$ cat src/rtl/narma_system_top.sv
// narma_system_top
// Self-contained NARMA-10 stimulus generator. A 16-bit LFSR supplies the
// input u(t). A fixed-point NARMA recurrence produces one new y(t) every
// clock. y(t) is also presented as a thermometer-coded bitstream for
// spiking or reservoir front ends.
//
// Ports
//   clk            rising-edge clock
//   reset          asynchronous, active-low clear of all state
//   narma_output   registered y(t), unsigned Q6.10 (value = code/1024)
//   bitstream_out  thermometer code of narma_output, min(BS_W, y>>5) ones
module narma_system_top #(
  parameter int          DATA_W    = 16,
  parameter int          ORDER     = 10,
  parameter logic [15:0] LFSR_SEED = 16'hACE1,
  parameter int          BS_W      = 32
) (
  input  logic              clk,
  input  logic              reset,
  output logic [DATA_W-1:0] narma_output,
  output logic [BS_W-1:0]   bitstream_out
);

  // Number of stored past samples: y(t-1)..y(t-ORDER+1), same depth for u.
  localparam int HIST   = ORDER - 1;
  localparam int SUM_W  = DATA_W + $clog2(ORDER);
  // Wide enough that y*s followed by the *51 scale can never overflow.
  localparam int MATH_W = DATA_W + SUM_W + 8;
  localparam int FRAC   = 32'd10;
  localparam int BS_SH  = 32'd5;

  // Q6.10 coefficients: 0.3, 0.05, 1.5 and the 0.1 offset.
  localparam logic [15:0] K_P1  = 16'd307;
  localparam logic [15:0] K_P2  = 16'd51;
  localparam logic [15:0] K_P3  = 16'd1536;
  localparam logic [15:0] K_OFS = 16'd102;

  // An all-zero LFSR would lock up, so a zero seed is replaced by 1.
  localparam logic [15:0] SEED_EFF = (LFSR_SEED == 16'h0000) ? 16'h0001 : LFSR_SEED;

  localparam logic [MATH_W-1:0] Y_MAX = MATH_W'({DATA_W{1'b1}});

  logic [DATA_W-1:0] y_r;
  logic [DATA_W-1:0] y_hist_r [HIST];
  logic [DATA_W-1:0] u_hist_r [HIST];
  logic [15:0]       lfsr_r;

  logic              lfsr_fb_s;
  logic [DATA_W-1:0] u0_s;
  logic [MATH_W-1:0] sum_s;
  logic [MATH_W-1:0] p1_s;
  logic [MATH_W-1:0] p2_s;
  logic [MATH_W-1:0] p3_s;
  logic [DATA_W-1:0] y_next_s;

  // Clamp a wide non-negative result into the sample range.
  function automatic logic [DATA_W-1:0] sat_y(input logic [MATH_W-1:0] v);
    logic [DATA_W-1:0] r;
    if (v > Y_MAX) begin
      r = {DATA_W{1'b1}};
    end else begin
      r = v[DATA_W-1:0];
    end
    return r;
  endfunction

  // Thermometer code: bit i set when i < (v >> 5); saturates at all ones.
  function automatic logic [BS_W-1:0] therm(input logic [DATA_W-1:0] v);
    logic [DATA_W-1:0] n;
    logic [BS_W-1:0]   r;
    n = v >> BS_SH;
    r = '0;
    for (int i = 0; i < BS_W; i++) begin
      if (n > DATA_W'(i)) begin
        r[i] = 1'b1;
      end else begin
        r[i] = 1'b0;
      end
    end
    return r;
  endfunction

  // Input sample and LFSR feedback (taps 16,14,13,11).
  always_comb begin
    lfsr_fb_s = lfsr_r[15] ^ lfsr_r[13] ^ lfsr_r[12] ^ lfsr_r[10];
    u0_s      = {{(DATA_W-9){1'b0}}, lfsr_r[8:0]};
  end

  // NARMA recurrence with truncating Q6.10 rescaling after each product.
  always_comb begin
    sum_s = MATH_W'(y_r);
    for (int i = 0; i < HIST; i++) begin
      sum_s = sum_s + MATH_W'(y_hist_r[i]);
    end
    p1_s = (MATH_W'(y_r) * MATH_W'(K_P1)) >> FRAC;
    p2_s = (((MATH_W'(y_r) * sum_s) >> FRAC) * MATH_W'(K_P2)) >> FRAC;
    p3_s = (((MATH_W'(u0_s) * MATH_W'(u_hist_r[HIST-1])) >> FRAC) * MATH_W'(K_P3)) >> FRAC;
    y_next_s = sat_y(p1_s + p2_s + p3_s + MATH_W'(K_OFS));
  end

  // Sample, history and LFSR state; everything advances every clock.
  always_ff @(posedge clk or negedge reset) begin
    if (!reset) begin
      y_r      <= '0;
      y_hist_r <= '{default: '0};
      u_hist_r <= '{default: '0};
      lfsr_r   <= SEED_EFF;
    end else begin
      y_r         <= y_next_s;
      y_hist_r[0] <= y_r;
      u_hist_r[0] <= u0_s;
      for (int i = 1; i < HIST; i++) begin
        y_hist_r[i] <= y_hist_r[i-1];
        u_hist_r[i] <= u_hist_r[i-1];
      end
      lfsr_r <= {lfsr_r[14:0], lfsr_fb_s};
    end
  end

  assign narma_output  = y_r;
  assign bitstream_out = therm(y_r);

endmodule

$ cat config.mk
export PLATFORM = sky130hd
export DESIGN_NAME = narma_system_top
export DESIGN_NICKNAME = d
export VERILOG_FILES = /design/src/rtl/narma_system_top.sv
export SDC_FILE = /design/constraint.sdc
export NUM_CORES = 2
export LEC_CHECK = 0
export CORE_MARGIN = 2
export CORE_UTILIZATION = 40
export DETAILED_ROUTE_END_ITERATION = 12
export GPL_TIMING_DRIVEN = 1
export SLEW_MARGIN = 30
export SYNTH_ARGS = -nofsm -noshare
export SYNTH_HDL_FRONTEND = slang
export SYNTH_SLANG_ARGS = --single-unit
export TNS_END_PERCENT = 30
$ cat constraint.sdc
create_clock -name clk -period 28.1 [get_ports clk]
set_clock_uncertainty 0.1 [all_clocks]
set_input_delay 2.81 -clock clk [delete_from_list [all_inputs] [get_ports clk]]
set_output_delay 2.81 -clock clk [all_outputs]
set_load 0.02 [all_outputs]
== Word-level counts from Yosys, hierarchy flattened ==
Cells that the tools add are included.

* Add/sub/neg operators: 12
* $mul: 5
* $lt $le $gt $ge: 33
* Muxes and demuxes: 33
* Bitwise operators: 3

{| class="wikitable"
|+ Operators with widths
! cell !! number
|-
| 11-bit by 5-bit greater-than comparator with 1-bit output (second input constant) || 16
|-
| 11-bit by 4-bit greater-than comparator with 1-bit output (second input constant) || 8
|-
| 11-bit by 3-bit greater-than comparator with 1-bit output (second input constant) || 4
|-
| 16-bit by 25-bit multiplier with 41-bit output || 1
|-
| 31-bit by 6-bit multiplier with 37-bit output (second input constant) || 1
|-
| 1-bit 2-to-1 mux || 32
|-
| 29-bit by 7-bit adder with 30-bit output (second input constant) || 1
|-
| 30-bit by 16-bit greater-than comparator with 1-bit output (second input constant) || 1
|-
| 28-bit by 9-bit adder with 29-bit output || 1
|-
| 15-bit by 27-bit adder with 28-bit output || 1
|-
| 24-bit by 16-bit adder with 25-bit output || 1
|-
| 16-bit by 9-bit multiplier with 25-bit output (second input constant) || 1
|-
| 23-bit by 16-bit adder with 24-bit output || 1
|-
| 22-bit by 16-bit adder with 23-bit output || 1
|-
| 21-bit by 16-bit adder with 22-bit output || 1
|-
| 11-bit by 1-bit greater-than comparator with 1-bit output (second input constant) || 2
|-
| 11-bit by 2-bit greater-than comparator with 1-bit output (second input constant) || 2
|-
| 20-bit by 16-bit adder with 21-bit output || 1
|-
| 19-bit by 16-bit adder with 20-bit output || 1
|-
| 18-bit by 16-bit adder with 19-bit output || 1
|-
| 17-bit by 16-bit adder with 18-bit output || 1
|-
| 9-bit by 9-bit multiplier with 18-bit output || 1
|-
| 16-bit by 16-bit adder with 17-bit output || 1
|-
| 16-bit 2-to-1 mux || 1
|-
| 2 further kinds || 4
|}

* Flip-flop bits (word level): 257
* Logic and storage cells: 106

== Logic depth before layout (Yosys ltp) ==
* Word-level depth: 16
* Mapped depth: 71
* Depth with buffers taken out: 69

== Worst setup path before layout ==
Ideal clock, no wire load.

* Path type: register to register
* From: reg y_r[2], in the netlist narma_output[2]
* To: reg y_r[14], in the netlist narma_output[14]
* Library setup time: 0.139 ns
* Arrival time: 17.014 ns
* Required time: 27.861 ns
* Path slack: 10.848 ns
* Stages on the path, launching flop included: 68
* Buffers on the path: 3
* Path through: dfrtp_1 clkbuf_1 inv_1 fa_1 inv_1 fa_1 fa_1 inv_1 fa_1 fa_1 inv_1 ha_1 a21o_1 a21oi_1 nor2b_1 o21a_1 o311ai_1 a311oi_1 [... 32 more ...] nor2_4 a21oi_1 nor2b_1 nor2_1 xor2_1 fa_1 inv_1 ha_1 ha_1 or3_1 o22a_1 a41o_1 o21ai_0 xnor2_1 a211oi_2 buf_2 nand2_1 or4b_1

* Word-level cells in the longest chain between the ends: 16

{| class="wikitable"
|+ RTL lines
! what !! line !! text
|-
| start, declared || 43 || <nowiki>logic [DATA_W-1:0] y_r;</nowiki>
|-
| start signal, assigned || 109 || <nowiki>y_r <= y_next_s;</nowiki>
|-
| 16-bit by 16-bit adder with 17-bit output || 93 || <nowiki>sum_s = sum_s + MATH_W'(y_hist_r[i]);</nowiki>
|-
| 17-bit by 16-bit adder with 18-bit output || 93 ||
|-
| 18-bit by 16-bit adder with 19-bit output || 93 ||
|-
| 19-bit by 16-bit adder with 20-bit output || 93 ||
|-
| 20-bit by 16-bit adder with 21-bit output || 93 ||
|-
| 21-bit by 16-bit adder with 22-bit output || 93 ||
|-
| 22-bit by 16-bit adder with 23-bit output || 93 ||
|-
| 23-bit by 16-bit adder with 24-bit output || 93 ||
|-
| 24-bit by 16-bit adder with 25-bit output || 93 ||
|-
| 16-bit by 25-bit multiplier with 41-bit output || 96 || <nowiki>p2_s = (((MATH_W'(y_r) * sum_s) >> FRAC) * MATH_W'(K_P2)) >> FRAC;</nowiki>
|-
| 31-bit by 6-bit multiplier with 37-bit output || 96 ||
|-
| 15-bit by 27-bit adder with 28-bit output * || 98 || <nowiki>y_next_s = sat_y(p1_s + p2_s + p3_s + MATH_W'(K_OFS));</nowiki>
|-
| 28-bit by 9-bit adder with 29-bit output * || 98 ||
|-
| 29-bit by 7-bit adder with 30-bit output * || 98 ||
|-
| 30-bit by 16-bit greater-than comparator with 1-bit output || 59 || <nowiki>if (v > Y_MAX) begin</nowiki>
|-
| 16-bit 2-to-1 mux * || 59 ||
|-
| net y_next_s[14] || 54 || <nowiki>logic [DATA_W-1:0] y_next_s;</nowiki>
|}

The timed path passes the listed nets; every way through them passes the cells marked *.

== Worst setup path after layout ==
* From: reg y_r[2], in the netlist narma_output[2]
* To: reg y_r[2], in the netlist narma_output[2]

The elaborated chain is that of the path after synthesis.

==> impl_metrics.json <==
{
  "io_buffers": 49,
  "n_fill_cell": 7157,
  "instances_no_fill": 4070,
  "finalCritPeriodShare_pct": 68.8,
  "design.die.area_um2": 77400,
  "place_inst": 4029,
  "cap_violations": 0,
  "synth_edf_count": 0,
  "arrival_ns": 19.60,
  "grt_pass1_wl_um": 119000,
  "ys_types": 81,
  "syn2layout_area_growth_pct": 8.19,
  "hp-class": "reg2reg",
  "core_area_um2": 74400,
  "antenna_found_initial": 0,
  "clock_sinks": 211,
  "wl_per_cell_um": 17.2,
  "avgSynthCellArea_um2": 9.82,
  "start_util_pct": 40.4,
  "layout_common_cells": "707 x inv_1, 509 x fa_1, 384 x ha_1, 295 x nand2_1, 203 x dfrtp_1",
  "clkLatencyLatePin_ns": 0.51,
  "swShare_pct": 21.0,
  "cts.clk_slew.worst_paths_ns": 0.06,
  "antenna_cells": 0,
  "critPathKind": "reg2reg",
  "num_rows": 100,
  "setup_violations": 0,
  "grt_pass1_vias": 22100,
  "drive_gt1_share_pct": 3.71,
  "worstPathRequired_ns": 28.37,
  "synth_seq_area_share_pct": 17.6,
  "postCtsSetupRepairBufs": 0,
  "crit_slowest_cell": "o311ai_0",
  "crit_path_end_kind": "flop",
  "cts.path.max_buffers": 3,
  "finalNetCount": 3980,
  "die_y_um": 278,
  "ys.warnings.count": 0,
  "crit_path_max_incr_delay_ns": 0.78,
  "intPower_uw": 489,
  "fmax_mhz": 51.7,
  "wl_um": 70100,
  "pre_cts_ws_ns": 8.84,
  "gp_congestion": 0.867,
  "p_seq_share_pct": 49.1,
  "hold_slack_ns": 0.245,
  "rsz0062_at_grt": "false",
  "synth-seq-cells": 211,
  "route.detailed.drc": 0,
  "hold_viol": 0,
  "numCtsBuffers": 23,
  "layout_commonest_cell": "inv_1",
  "design_power_total_uw": 618,
  "place_area_um2": 31800,
  "track_usage_pct": 19.3,
  "setup_slack_ns": 8.77,
  "p_switching_uw": 130,
  "synth_cells": 3065,
  "dp_hpwl_um": 55700,
  "combinationalPowerShare_pct": 1.0,
  "synthesis.nets": 3960,
  "final_cell_area_um2": 32600,
  "synthArstFlopShare_pct": 100,
  "drtAntennaViolNets": 0,
  "fin_util_pct": 43.7,
  "slew_headroom_pct": 39.3,
  "drt_iter0_drc": 1189,
  "htreeDepth": 1,
  "status": "finished clean",
  "pwr-share-clk_pct": 49.8,
  "cpMostUsedCell": "fa_1",
  "first_pass_iters": 7,
  "postCtsResizedCells": 0,
  "worstPathMaxFanout": 26,
  "cts_hold_buf": 0,
  "cts_tree": "built",
  "io_pins": 50,
  "cp-start-kind": "flop",
  "final.setup.tns_ns": 0,
  "p_leak_nw": 17.6,
  "grt_max_degree": 77,
  "die_x_um": 278,
  "overflow": 0,
  "tightest_slew_ns": 0.899,
  "drv_slew": 0,
  "cts_root_buffer": "clkbuf_16",
  "via_per_inst": 4.97,
  "vias": 20200,
  "powerDensity_nw_per_um2": 19.0,
  "peakVddDrop_mv": 0.0413,
  "netlist_area_um2": 30100,
  "fin_crit_ns": 19.33,
  "synth_ff_type": "dfrtp_1"
}
worst paths after layout:
check	start	endpoint	slack (ns)	cells past startpoint
setup / recovery	narma_output[2]	narma_output[2]	8.77	61
hold / removal	u_hist_r[117]	u_hist_r[101]	0.25	0
setup reg to reg	narma_output[2]	narma_output[2]	8.77	61
hold reg to reg	u_hist_r[117]	u_hist_r[101]	0.25	0
max in group asynchronous	reset	u_hist_r[53]	24.73	2
min in group asynchronous	reset	y_hist_r[71]	2.11	1
synthesized netlist by cell type (9+ instances only):
library cell / number / area share (%)
o22a_1: 11 / 0.32
xnor2_1: 68 / 2.0
nor3_1: 37 / 0.62
clkbuf_1: 77 / 0.96
a21oi_1: 92 / 1.5
nand3_1: 41 / 0.68
o21a_1: 21 / 0.52
o211ai_1: 9 / 0.22
inv_1: 707 / 8.8
and3_1: 23 / 0.48
nor2b_1: 17 / 0.35
and2_1: 162 / 3.4
a31oi_1: 19 / 0.39
ha_1: 384 / 16
nand4_1: 16 / 0.33
a21o_1: 34 / 0.85
o21ai_0: 47 / 0.78
dfrtp_1: 203 / 17
nor2_1: 88 / 1.1
nand2b_1: 15 / 0.31
xor2_1: 36 / 1.0
fa_1: 509 / 34
o21bai_1: 11 / 0.27
or4b_1: 17 / 0.57
nand2_1: 295 / 3.7
worst max-delay path: cells and delay by family, from the launching register on:
family	cells	cell delay, ns
fa+ha+maj	20	9.14
simple gates	7	2.36
buf+inv	11	0.92
xor+xnor	2	0.56
compound gates	21	5.74
flops	1	0.32
cell families (layout without fill, tap and decap cells):
logic type	after synthesis	count (layout)	synth area share, %
buf+inv	796	832	10.0
compound gates	312	312	6.98
flops	211	211	17.6
simple gates	746	746	12.4
mux	2	2	0.0665
xor+xnor	105	105	3.08
fa+ha+maj	893	893	49.8
registers in the layout, summed over array words and instances, names as in the netlist:
signal and count:
y_hist_r 144, narma_output 16, lfsr_r 16, u_hist_r 35
power groups by stage:
| stage | combinational (mW) | clock [mW] | sequential [mW] |
|---|---|---|---|
| after floorplan | 0.0000142 | 0 | 0.309 |
| after global placement | 0.00635 | 0 | 0.309 |
| after global routing | 0.00783 | 0.329 | 0.304 |
| after detailed placement | 0.00687 | 0 | 0.309 |
| after CTS | 0.00691 | 0.316 | 0.304 |
| final | 0.00642 | 0.308 | 0.304 |
layout make-up:
class                   instances  area [um^2]  area share (%)
clock buffers                  32          659            2.03
inverters                     708         2660            8.16
flip-flops and latches        211         5290            16.2
multi-input cells            2058        21800            67.1
well taps                     969         1210            3.72
clock inverters                 9          124           0.380
repair buffers                 83          774            2.38
layer usage:
metal / wire length [um] / track usage [%]
met2: 33800 / 32.8
met5: 0 / 0
met3: 2750 / 1.71
met4: 929 / 2.84
met1: 32500 / 27.4
Note: power is estimated with default switching activity, not from simulation.
